## src/rtl/text_glyph_renderer.sv

```systemverilog
// Text-screen reader for the 8x8 font ROM: maps each pixel coordinate to a text
// cell, fetches the glyph row through the external ROM and emits pix_on 3 edges later.
module text_glyph_renderer #(
  parameter int COLS        = 16,
  parameter int LINES       = 2,
  parameter int SCALE_SHIFT = 2,
  parameter int X0          = 0,
  parameter int Y0          = 0
) (
  input  logic                                         clk,
  input  logic                                         rst,
  input  logic                                         wr_en,
  input  logic [$clog2(COLS)-1:0]                      wr_col,
  input  logic [((LINES > 1) ? $clog2(LINES) : 1)-1:0] wr_line,
  input  logic [7:0]                                   wr_char,
  input  logic                                         clr,
  output logic                                         busy,
  input  logic                                         pix_valid,
  input  logic [9:0]                                   pix_x,
  input  logic [9:0]                                   pix_y,
  output logic [7:0]                                   font_char,
  output logic [3:0]                                   font_row,
  input  logic [7:0]                                   font_line,
  output logic                                         pix_on,
  output logic                                         pix_on_valid
);

  localparam int          NCELLS    = COLS * LINES;
  localparam int          AW        = (NCELLS > 1) ? $clog2(NCELLS) : 1;
  localparam int          GS        = 3 + SCALE_SHIFT;
  localparam logic [31:0] AREA_W    = 32'(COLS) << GS;
  localparam logic [31:0] AREA_H    = 32'(LINES) << GS;
  localparam logic [AW-1:0] LAST_CELL = AW'(NCELLS - 1);

  logic [7:0]    mem [NCELLS];
  logic [AW-1:0] sweep_r;

  logic [10:0]   dx_s, dy_s;
  logic [9:0]    rx_s, ry_s;
  logic          in_area_s;
  logic [31:0]   cell_col_s, cell_line_s;
  logic [AW-1:0] rd_addr_s;
  logic [2:0]    gx_s, gy_s;

  logic          wr_ok_s;
  logic [AW-1:0] wr_addr_s;

  logic          v1_r, in1_r, v2_r, in2_r, blank2_r;
  logic [2:0]    gx1_r, gy1_r, gx2_r;
  logic [7:0]    char1_r;

  // Coordinate decode; the 11-bit differences' top bit flags pixels left of / above the area.
  always_comb begin
    dx_s        = {1'b0, pix_x} - 11'(X0);
    dy_s        = {1'b0, pix_y} - 11'(Y0);
    rx_s        = dx_s[9:0];
    ry_s        = dy_s[9:0];
    in_area_s   = !dx_s[10] && !dy_s[10] &&
                  ({22'd0, rx_s} < AREA_W) && ({22'd0, ry_s} < AREA_H);
    cell_col_s  = 32'(rx_s >> GS);
    cell_line_s = 32'(ry_s >> GS);
    gx_s        = 3'(rx_s >> SCALE_SHIFT);
    gy_s        = 3'(ry_s >> SCALE_SHIFT);
    if (in_area_s) begin
      rd_addr_s = AW'(cell_line_s * 32'(COLS) + cell_col_s);
    end else begin
      rd_addr_s = {AW{1'b0}};
    end
  end

  // Host write qualification: blocked during a sweep and for out-of-range cells.
  always_comb begin
    wr_ok_s   = wr_en && !busy &&
                (32'(wr_col) < 32'(COLS)) && (32'(wr_line) < 32'(LINES));
    wr_addr_s = AW'(32'(wr_line) * 32'(COLS) + 32'(wr_col));
  end

  // Clear-sweep sequencer; clr restarts from cell 0 even mid-sweep.
  always_ff @(posedge clk) begin
    if (rst) begin
      busy    <= 1'b1;
      sweep_r <= {AW{1'b0}};
    end else if (clr) begin
      busy    <= 1'b1;
      sweep_r <= {AW{1'b0}};
    end else if (busy) begin
      if (sweep_r == LAST_CELL) begin
        busy <= 1'b0;
      end else begin
        sweep_r <= sweep_r + AW'(1);
      end
    end else begin
      sweep_r <= sweep_r;
    end
  end

  // Text buffer write port (not reset; the sweep initialises it).
  always_ff @(posedge clk) begin
    if (busy) begin
      mem[sweep_r] <= 8'd32;
    end else if (wr_ok_s) begin
      mem[wr_addr_s] <= wr_char;
    end
  end

  // Pixel pipeline: edge 1 reads the cell, edge 2 waits on the ROM, edge 3 picks the bit.
  always_ff @(posedge clk) begin
    if (rst) begin
      v1_r         <= 1'b0;
      in1_r        <= 1'b0;
      gx1_r        <= 3'd0;
      gy1_r        <= 3'd0;
      char1_r      <= 8'd32;
      v2_r         <= 1'b0;
      in2_r        <= 1'b0;
      gx2_r        <= 3'd0;
      blank2_r     <= 1'b1;
      pix_on_valid <= 1'b0;
      pix_on       <= 1'b0;
    end else begin
      v1_r         <= pix_valid;
      in1_r        <= in_area_s;
      gx1_r        <= gx_s;
      gy1_r        <= gy_s;
      char1_r      <= mem[rd_addr_s];
      v2_r         <= v1_r;
      in2_r        <= in1_r;
      gx2_r        <= gx1_r;
      blank2_r     <= (char1_r == 8'd32) || char1_r[7];
      pix_on_valid <= v2_r;
      pix_on       <= v2_r && in2_r && !blank2_r && font_line[3'd7 - gx2_r];
    end
  end

  // Codes >= 128 have no glyph, so the ROM is pointed at space instead.
  always_comb begin
    if (char1_r[7]) begin
      font_char = 8'd32;
    end else begin
      font_char = char1_r;
    end
    font_row = {1'b0, gy1_r};
  end

endmodule

```

## config.mk

```make
export PLATFORM = sky130hd
export DESIGN_NAME = text_glyph_renderer
export DESIGN_NICKNAME = d
export VERILOG_FILES = /design/src/rtl/text_glyph_renderer.sv
export SDC_FILE = /design/constraint.sdc
export NUM_CORES = 1
export LEC_CHECK = 0
export CAP_MARGIN = 10
export CORE_MARGIN = 1.5
export CORE_UTILIZATION = 43
export DETAILED_ROUTE_END_ITERATION = 12
export GPL_ROUTABILITY_DRIVEN = 1
export SLEW_MARGIN = 5
export SYNTH_ARGS = -nofsm -noshare
export SYNTH_HDL_FRONTEND = slang
export SYNTH_SLANG_ARGS = --single-unit
```

## constraint.sdc

```tcl
create_clock -name clk -period 5.9 [get_ports clk]
set_clock_uncertainty 0.05 [all_clocks]
set_input_delay 1.77 -clock clk [delete_from_list [all_inputs] [get_ports clk]]
set_output_delay 1.77 -clock clk [all_outputs]
set_load 0.02 [all_outputs]
```

==> metrics, run 1 <==
M1 GR Usage 26.29%; vias per cell 5.743; GRT Total Usage 18.80%; routed len/inst 22.83 um; met3 usage 3.003%; gpl congestion 0.8500; Post-Syn Area per Cell 16.22 sq um; CTS Buf Count 29; n_diodes 0; routed wire length 25660 um; Critical Path End Type register; max_slew headroom 9.582%; Post-DRT Antenna Nets 0; fraction of layout instances using a drive strength above 1 between 10% and 20%; kind of critical path in -> reg; io pins 61; PostCTS Resize Cnt 0; Final Hold Viols 0; CP max FO 11; Die ar. 0.02758 sq mm; fmax 0.2220 GHz; RR Startpoint busy$_SDFF_PP1_; number of instances in the placed design between 1000 and 1500; first-pass GRT wire length 39210 um; Cell Area, Synth 0.01143 sq mm; Yosys cell types between 60 and 70; Pwr Total 4.220 mW; most common flop cell mapped by yosys edfxtp_1; LEAKAGE approximately 4.6 nW; DP Wirelength 16720 um; core area 0.02606 sq mm; area grow syn2layout 15.86%; vias in the first global route 6539; initial DRC count 659; number of enable flip-flop cells after synthesis 256; DRC 0; post-synthesis register bit count approximately 290; post-CTS setup buffers 0; pin count of the biggest net entering global routing 53; Worst Max-Slew Pin Slew between 1 and 1.5 ns; H-Tree Level Count 1; # clock sinks 286; Final WS setup 1.396 ns; Placement Cell Area approximately 0.012 sq mm; # rows 59; Final nets a little over 800; Hold Worst Slack 0.3598 ns; Core Util, Final approximately half; total grt overflow 0; met2 usage 30.71%; CTS clk-pin slew, worst paths around 0.060 ns; Post-Syn Instances roughly 710; asr flop ratio synth 0%; run status finished clean; Worst EP arrival 4.62 ns; post-synth top area cell edfxtp_1; starting density of the core 43.88%; most numerous cell in the Yosys netlist edfxtp_1; CTS Hold Buffers Added 0; required time of the worst setup path 6.02 ns; design area 0.01325 sq mm; period utilisation layout 76.34%; CTS Buffer Depth 3; most frequent cells after synthesis 256 x edfxtp_1, 53 x mux2i_1, 52 x nor2_1, 32 x nor2b_1, 30 x dfxtp_1; Max VDD drop between 0.2 and 0.25 mV; max-slew violations 0; clock latency on the worst-skew pair 0.53 ns; yosys warns 0; Setup Total Neg Slack 0 ns; via count approximately 6500; final worst path period need 4.504 ns; worst setup path startpoint wr_en; CP Launch Type input port; synth top area cells edfxtp_1 67%, dfxtp_1 5.3%, mux2i_1 4.6%; Chip Height 166.1 um; hold_sp blank2_r$_SDFF_PP1_; CTS Root Cell clkbuf_16; power density over cell area 318.6 mW/mm^2; Die W between 150 and 200 um; antenna violations before repair 0; global routing's busiest layer met2; RSZ-0062 raised after global routing false; Worst Hold Class reg -> reg; drt first pass iters 6; maxcap violations 0; sequential share of the synthesized area 72.48%; Port Buffers 54; share of the synthesized area in the top cell type 67.23%; Setup WS pre-CTS 0.8053 ns; Post-Layout Cell Count roughly 1100; # setup viols final 0; TritonCTS clock tree built
-- worst max-delay path: stages --
cell and delay, ns:
clkdlybuf4s50_1 0.52, nor2b_1 0.58, mux2i_1 0.79, nand3_1 0.33, nor2_1 0.63
-- cells by family after synthesis --
family | count (synthesis) | share of synthesized area [%]
xor+xnor | 3 | 0.2298
buf+inv | 48 | 2.462
flops | 286 | 72.48
other cells | 1 | 0.03279
mux | 80 | 9.071
fa+ha+maj | 2 | 0.2188
simple gates | 167 | 7.966
compound gates | 118 | 7.539
-- layout by cell type, fill, tap and decap left out, types with 13 or more instances in the layout --
| cell | count |
|---|---|
| clkbuf_16 | 29 |
| nor3_1 | 13 |
| dfxtp_1 | 30 |
| nor2_1 | 52 |
| nand2_1 | 18 |
| a31oi_1 | 17 |
| buf_4 | 21 |
| a21oi_1 | 17 |
| nor2b_1 | 32 |
| edfxtp_1 | 256 |
| o22ai_1 | 15 |
| mux2i_1 | 53 |
| clkdlybuf4s50_1 | 52 |
| mux4_2 | 18 |
-- cell type report --
class / count / area [sq um]
Clock buffer: 30 / 729.5
Inverter: 5 / 18.77
Timing Repair Buffer: 74 / 683.2
Tap cell: 335 / 419.2
Clock inverter: 22 / 240.2
Multi-Input combinational cell: 372 / 2869
Sequential cell: 286 / 8288
Fill cell: 2137 / 12810
-- flip-flops by register name, indices dropped and copies added, names as in the netlist --
| name | count |
|---|---|
| mem | 256 |
| sweep_r | 5 |
| pix_on_valid | 1 |
| busy | 1 |
| v2_r | 1 |
| char1_r | 8 |
| gy1_r | 3 |
| pix_on | 1 |
| in1_r | 1 |
| gx1_r | 3 |
| v1_r | 1 |
| blank2_r | 1 |
| gx2_r | 3 |
| in2_r | 1 |
-- metal layers --
metal / routed length (um) / part of all wire [%]
met5: 0 / 0
met4: 612 / 2.4
met3: 1869 / 7.3
met2: 12330 / 48
met1: 10840 / 42
-- final timing paths --
path	end	slack, ns	cells after the start
setup / recovery	mem[0][6]$_DFFE_PP_	1.40	5
hold reg to reg	pix_on$_SDFF_PP0_	0.36	1
setup reg to reg	mem[0][6]$_DFFE_PP_	2.76	4
hold / removal	pix_on$_SDFF_PP0_	0.36	1
-- power by group --
| group | internal [mW] | leakage [nW] | switching [mW] |
|---|---|---|---|
| Combinational | 0.0792 | 1.31 | 0.0965 |
| Clock | 1.11 | 0.473 | 0.736 |
| Sequential | 2.19 | 2.83 | 0.00651 |
(Power assumes the default switching activity.)
==> run 2, diff against run 1 <==
Clock period 5.9 ns to 3.65 ns, I/O delays scaled along.
==> run 2 against run 1 <==
Net effect:
- first-iteration DRC count decreased by 28%
- non-clock buffer count grew 38
- critical path depth up 1
- final cell count rose by 3.4%
- count of clock-buffer cells in the layout is 5 higher
- flip-flop and latch count did not move
- combinational power is 69% higher
- cell area is 1.9% higher
- hold slack better by 0.0084 ns
- largest power group unchanged
- highest routed layer unchanged
==> metrics, run 2 (same netlist as run 1, synthesis figures left out) <==
Hold Worst Slack 0.3682 ns (was 0.3598 ns); total grt overflow 0 (unchanged); fmax 0.3214 GHz; Worst R2R Setup Slack 1.15 ns (was 2.76 ns); period utilisation layout between 80% and 90%; starting density of the core 43.88% (unchanged); multi-input gate area in the final layout 0.002869 sq mm (unchanged); RSZ-0062 raised after global routing false (unchanged); Post-DRT Antenna Nets 0 (unchanged); Top Family by Delay on Critical Path simple AND/OR/NAND/NOR gates (unchanged); most common cell after layout, fill and taps aside edfxtp_1 (unchanged); gpl congestion 0.8668 (was 0.8500); CTS clk-pin slew, worst paths 0.06 ns (about the same); commonest cells after routing, fill and taps aside 256 x edfxtp_1, 57 x buf_4, 53 x mux2i_1, 52 x nor2_1, 52 x clkdlybuf4s50_1 (was 256 x edfxtp_1, 53 x mux2i_1, 52 x nor2_1, 52 x clkdlybuf4s50_1, 32 x nor2b_1); Worst R2R End mem[17][4]$_DFFE_PP_ (was mem[0][6]$_DFFE_PP_); Register Area 0.008288 sq mm (unchanged); worst-case reg-to-reg path depth 5 (was 4); vias per cell 5.625 (was 5.743); Comb pwr share 4.4% (was 4.2%); clock latency on the worst-skew pair 0.55 ns (was 0.53 ns); Worst Max-Slew Pin Slew 1.109 ns (was 1.356 ns); CTS Root Cell clkbuf_16 (unchanged); DRC 0 (unchanged); core area 0.02606 sq mm (unchanged); fillers 2100 (was 2137); slowest stage cell, crit path nor2_1 (was mux2i_1); Chip Height 166.1 um (unchanged); Placement Cell Area 0.01259 sq mm (was 0.01228 sq mm); final worst path period need 3.112 ns; most frequent CP cell nor2b_1; required time of the worst setup path 3.76 ns (was 6.02 ns); # setup viols final 0 (unchanged); via count 6536 (was 6455); Core Util, Final 51.83% (was 50.84%); TritonCTS clock tree built (unchanged); crit-path cells clkdlybuf4s50_1 > nor2b_1 > mux2i_1 > nor2b_1 > nand2_1 > nor2_1 (was clkdlybuf4s50_1 > nor2b_1 > mux2i_1 > nand3_1 > nor2_1); routed wire length 26320 um (was 25660 um); Setup Total Neg Slack 0 ns (unchanged); kind of critical path in -> reg (unchanged); CP Launch Type input port (unchanged); initial DRC count 473 (was 659); Biggest register mem (unchanged); total net switching power 1.333 mW (was 0.8390 mW); drt first pass iters 5 (was 6); fraction of layout instances using a drive strength above 1 16.57% (was 13.18%); Clk pwr share 42.4% (was 43.8%); Buf/Inv on CP 1 (unchanged); Final nets 854 (was 816); PostCTS Resize Cnt 0 (unchanged); Worst EP arrival 3.23 ns (was 4.62 ns); max_slew headroom 25.73% (was 9.582%); Final Hold Viols 0 (unchanged); DP Wirelength 17210 um (was 16720 um); antenna violations before repair 0 (unchanged); # rows 59 (unchanged); H-Tree Level Count 1 (unchanged); largest registers mem (256), char1_r (8), sweep_r (5) (unchanged); Power Internal 5.349 mW (was 3.381 mW); CP max FO 8 (was 11); io pins 61 (unchanged); first-pass GRT wire length 39920 um (was 39210 um); pin count of the biggest net entering global routing 35 (was 53); worst hold endpoint pix_on$_SDFF_PP0_ (unchanged); CTS Buffer Depth 3 (unchanged); design area 0.01351 sq mm (was 0.01325 sq mm); vias in the first global route 6689 (was 6539); hold_sp blank2_r$_SDFF_PP1_ (unchanged); routed len/inst 22.65 um (was 22.83 um); Max VDD drop 0.2832 mV (was 0.2176 mV); Die W 166.1 um (unchanged); area grow syn2layout 18.11% (was 15.86%); Critical Path End Type register (unchanged); LEAKAGE 4.417 nW (was 4.612 nW); CTS Buf Count 29 (unchanged); switching share of power 19.95% (was 19.88%); run status finished clean (unchanged); WHS Path Cells 1 (unchanged); n_diodes 0 (unchanged); Final WS setup 0.5383 ns (was 1.396 ns); # clock sinks 286 (unchanged); Worst path max stage delay 0.60 ns (was 0.79 ns); Die ar. 0.02758 sq mm (unchanged); maxcap violations 0 (unchanged); RR Startpoint busy$_SDFF_PP1_ (unchanged); Worst Hold Class reg -> reg (unchanged); max-slew violations 0 (unchanged); power share of the sequential group 53.1% (was 52.0%); power density over cell area 494.8 mW/mm^2 (was 318.6 mW/mm^2); GRT Total Usage 19.04% (was 18.80%); number of flip-flops in the largest register 256 (unchanged); Port Buffers 54 (unchanged); post-CTS setup buffers 0 (unchanged); Setup WS pre-CTS -0.02893 ns (was 0.8053 ns); CTS Hold Buffers Added 0 (unchanged)
-- run 2: cell count changes in the layout (fill, tap and decap cells not counted) --
| cell | change |
|---|---|
| buf_4 | +36 |
| clkbuf_1 | +5 |
| clkinvlp_4 | -3 |
| buf_12 | +2 |
| bufinv_16 | -2 |
| inv_16 | +1 |
| inv_6 | -1 |
-- run 2: power groups by stage --
stage	clock (mW)	combinational, mW	sequential, mW
2_1_floorplan	0	0.171	3.62
3_3_place_gp	0	0.292	3.62
3_5_place_dp	0	0.297	3.62
4_1_cts	2.89	0.298	3.55
5_1_grt	3.01	0.316	3.55
6_report	2.84	0.297	3.55
-- run 2: worst max-delay path by stage --
stage                      from                   end  cells after the start
after floorplan           wr_en  mem[16][0]$_DFFE_PP_                      6
after global placement    wr_en  mem[26][7]$_DFFE_PP_                      8
after detailed placement  wr_en  mem[26][0]$_DFFE_PP_                      8
after CTS                 wr_en  mem[26][0]$_DFFE_PP_                      8
after global routing      wr_en  mem[21][4]$_DFFE_PP_                      6
final                     wr_en  mem[17][4]$_DFFE_PP_                      6
-- run 2: layout make-up --
cell class | count | area share, %
clock buffer | 35 | 5.540
clock inverter | 17 | 1.251
inverter | 5 | 0.1390
multi-input combinational | 372 | 21.24
sequential | 286 | 61.37
tap | 335 | 3.104
timing repair buffer | 112 | 7.356
-- run 2: metrics by stage --
step,power (mW),cells
after global routing,6.880,1162
after detailed placement,3.916,1110
after floorplan,3.790,706
after global placement,3.909,1110
final,6.683,1162
after CTS,6.739,1162
-- run 2: layer usage --
metal / up-vias / share of wire (%) / wire [um] / track usage, %
met3: 47 / 6.8 / 1778 / 3.313
met4: 0 / 2.5 / 659 / 5.836
met5: - / 0 / 0 / 0
li1: 2993 / - / - / -
met1: 3250 / 43 / 11200 / 25.61
met2: 246 / 48 / 12690 / 31.70
-- run 2: worst register-to-register path, stage by stage, from the launching register on --
cell and delay [ns]:
dfxtp_1 0.40, nor2b_1 0.26, mux2i_1 0.32, nor2b_1 0.31, nand2_1 0.16, nor2_1 0.60
==> run 3, diff against run 2 <==
Settings changed: CORE_UTILIZATION 43 to 54, PLACE_DENSITY from default to 0.76.
==> run 3 against run 2 <==
Net effect:
- global-route usage increased by 4.5 points
- non-clock buffer count is 7 higher
- final cell count down 4.6%
- count of clock-buffer cells in the layout grew 2
- core utilization grew 13 points
==> metrics, run 3 (same netlist as run 1, synthesis figures left out) <==
Buf/Inv on CP 1 (unchanged); total grt overflow 0 (unchanged); first-pass GRT wire length 38510 um (was 39920 um); Chip Height 148.5 um (was 166.1 um); vias in the first global route 6790 (was 6689); Setup Total Neg Slack 0 ns (unchanged); RSZ-0062 raised after global routing false (unchanged); pin count of the biggest net entering global routing 33 (was 35); kind of critical path in -> reg (unchanged); power share of the sequential group 52.3% (was 53.1%); core area 0.02089 sq mm (was 0.02606 sq mm); number of flip-flops in the largest register 256 (unchanged); gpl congestion 0.8774 (was 0.8668); WHS Path Cells 1 (unchanged); worst hold endpoint pix_on$_SDFF_PP0_ (unchanged); largest registers mem (256), char1_r (8), sweep_r (5) (unchanged); Worst Hold Class reg -> reg (unchanged); worst-case reg-to-reg path depth 4 (was 5); n_diodes 0 (unchanged); period utilisation layout 85.50% (was 85.25%); # rows 53 (was 59); area grow syn2layout 17.96% (was 18.11%); GRT Total Usage 23.52% (was 19.04%); switching share of power 19.37% (was 19.95%); hold_sp blank2_r$_SDFF_PP1_ (unchanged); Worst path max stage delay 0.65 ns (was 0.60 ns); Critical Path End Type register (unchanged); DP Wirelength 16500 um (was 17210 um); Die W 148.5 um (was 166.1 um); routed len/inst 23.18 um (was 22.65 um); CP Launch Type input port (unchanged); routed wire length 25680 um (was 26320 um); CTS Buf Count 28 (was 29); WP depth 5 (was 6); clock latency on the worst-skew pair 0.54 ns (was 0.55 ns); total net switching power 1.316 mW (was 1.333 mW); via count 6759 (was 6536); worst setup path startpoint wr_en (unchanged); drt first pass iters 5 (unchanged); TritonCTS clock tree built (unchanged); final worst path period need 3.121 ns (was 3.112 ns); DRC 0 (unchanged); LEAKAGE 4.453 nW (was 4.417 nW); starting density of the core 54.74% (was 43.88%); Top Family by Delay on Critical Path simple AND/OR/NAND/NOR gates (unchanged); PostCTS Resize Cnt 0 (unchanged); max-slew violations 0 (unchanged); io pins 61 (unchanged); power density over cell area 503.6 mW/mm^2 (was 494.8 mW/mm^2); Hold Worst Slack 0.3808 ns (was 0.3682 ns); fmax 0.3205 GHz (was 0.3214 GHz); vias per cell 6.100 (was 5.625); run status finished clean (unchanged); RR Startpoint busy$_SDFF_PP1_ (unchanged); fraction of layout instances using a drive strength above 1 17.17% (was 16.57%); post-CTS setup buffers 0 (unchanged); initial DRC count 615 (was 473); maxcap violations 0 (unchanged); # clock sinks 286 (unchanged); max_slew headroom 47.61% (was 25.73%); Comb pwr share 4.3% (was 4.4%); Worst EP arrival 3.23 ns (about the same); Max VDD drop 0.4546 mV (was 0.2832 mV); CTS clk-pin slew, worst paths 0.06 ns (about the same); antenna violations before repair 0 (unchanged); Final nets 860 (was 854); CTS Hold Buffers Added 0 (unchanged); CP max FO 8 (unchanged); Port Buffers 54 (unchanged); required time of the worst setup path 3.76 ns (about the same); Pwr Total 6.793 mW (was 6.683 mW); Worst R2R End mem[26][0]$_DFFE_PP_ (was mem[17][4]$_DFFE_PP_); Final Hold Viols 0 (unchanged); Worst R2R Setup Slack 1.21 ns (was 1.15 ns); Die ar. 0.02206 sq mm (was 0.02758 sq mm); Power Internal 5.477 mW (was 5.349 mW); Post-DRT Antenna Nets 0 (unchanged); commonest cells after routing, fill and taps aside 256 x edfxtp_1, 66 x buf_4, 53 x mux2i_1, 52 x nor2_1, 52 x clkdlybuf4s50_1 (was 256 x edfxtp_1, 57 x buf_4, 53 x mux2i_1, 52 x nor2_1, 52 x clkdlybuf4s50_1); most common cell after layout, fill and taps aside edfxtp_1 (unchanged); Clk pwr share 43.4% (was 42.4%); Biggest register mem (unchanged); H-Tree Level Count 1 (unchanged); slowest stage cell, crit path nor2_1 (unchanged); CTS Root Cell clkbuf_16 (unchanged); # setup viols final 0 (unchanged); CTS Buffer Depth 3 (unchanged); crit-path cells clkdlybuf4s50_1 > nor2b_1 > mux2i_1 > nand2_1 > nor2_1 (was clkdlybuf4s50_1 > nor2b_1 > mux2i_1 > nor2b_1 > nand2_1 > nor2_1); Worst Max-Slew Pin Slew 0.7830 ns (was 1.109 ns)
-- run 3: worst max-delay path by stage --
stage / end / slack [ns]
final: mem[26][0]$_DFFE_PP_ / 0.53
after global routing: mem[16][0]$_DFFE_PP_ / 0.41
after CTS: mem[27][7]$_DFFE_PP_ / 0.59
after detailed placement: mem[26][6]$_DFFE_PP_ / 0.05
after global placement: mem[17][0]$_DFFE_PP_ / 0.12
after floorplan: mem[16][0]$_DFFE_PP_ / 0.68
-- run 3: per-layer routing --
| metal | GRT usage [%] | vias to the layer above | share of wire (%) |
|---|---|---|---|
| met5 | 0 | - | 0 |
| met4 | 8.317 | 0 | 3.6 |
| met3 | 4.018 | 68 | 8.5 |
| met2 | 39.14 | 351 | 49 |
| met1 | 31.54 | 3338 | 39 |
| li1 | - | 3002 | - |
-- run 3: cell type report --
| class | count | area (sq um) |
|---|---|---|
| fillers | 1385 | 7401 |
| multi-input cells | 372 | 2869 |
| well taps | 275 | 344.1 |
| repair buffers | 119 | 1021 |
| clock buffers | 37 | 755.7 |
| inverters | 5 | 18.77 |
| clock inverters | 14 | 191.4 |
| flip-flops and latches | 286 | 8288 |
-- run 3: through the flow --
step / util, % / cells / instance area, sq um / setup WS [ns]
4_1_cts: 64.57 / 1108 / 13490 / 0.5853
5_1_grt: 64.57 / 1108 / 13490 / 0.4060
3_5_place_dp: 60.04 / 1057 / 12540 / 0.04913
2_1_floorplan: - / 706 / 11440 / 0.6801
3_3_place_gp: 60.04 / 1057 / 12540 / 0.1232
6_report: 64.57 / 1108 / 13490 / 0.5294
-- run 3: power by group through the flow --
stage	combinational (mW)	sequential, mW	clock, mW
2_1_floorplan	0.171	3.62	0
3_3_place_gp	0.278	3.62	0
3_5_place_dp	0.286	3.62	0
4_1_cts	0.288	3.55	2.98
5_1_grt	0.307	3.55	3.10
6_report	0.291	3.55	2.95
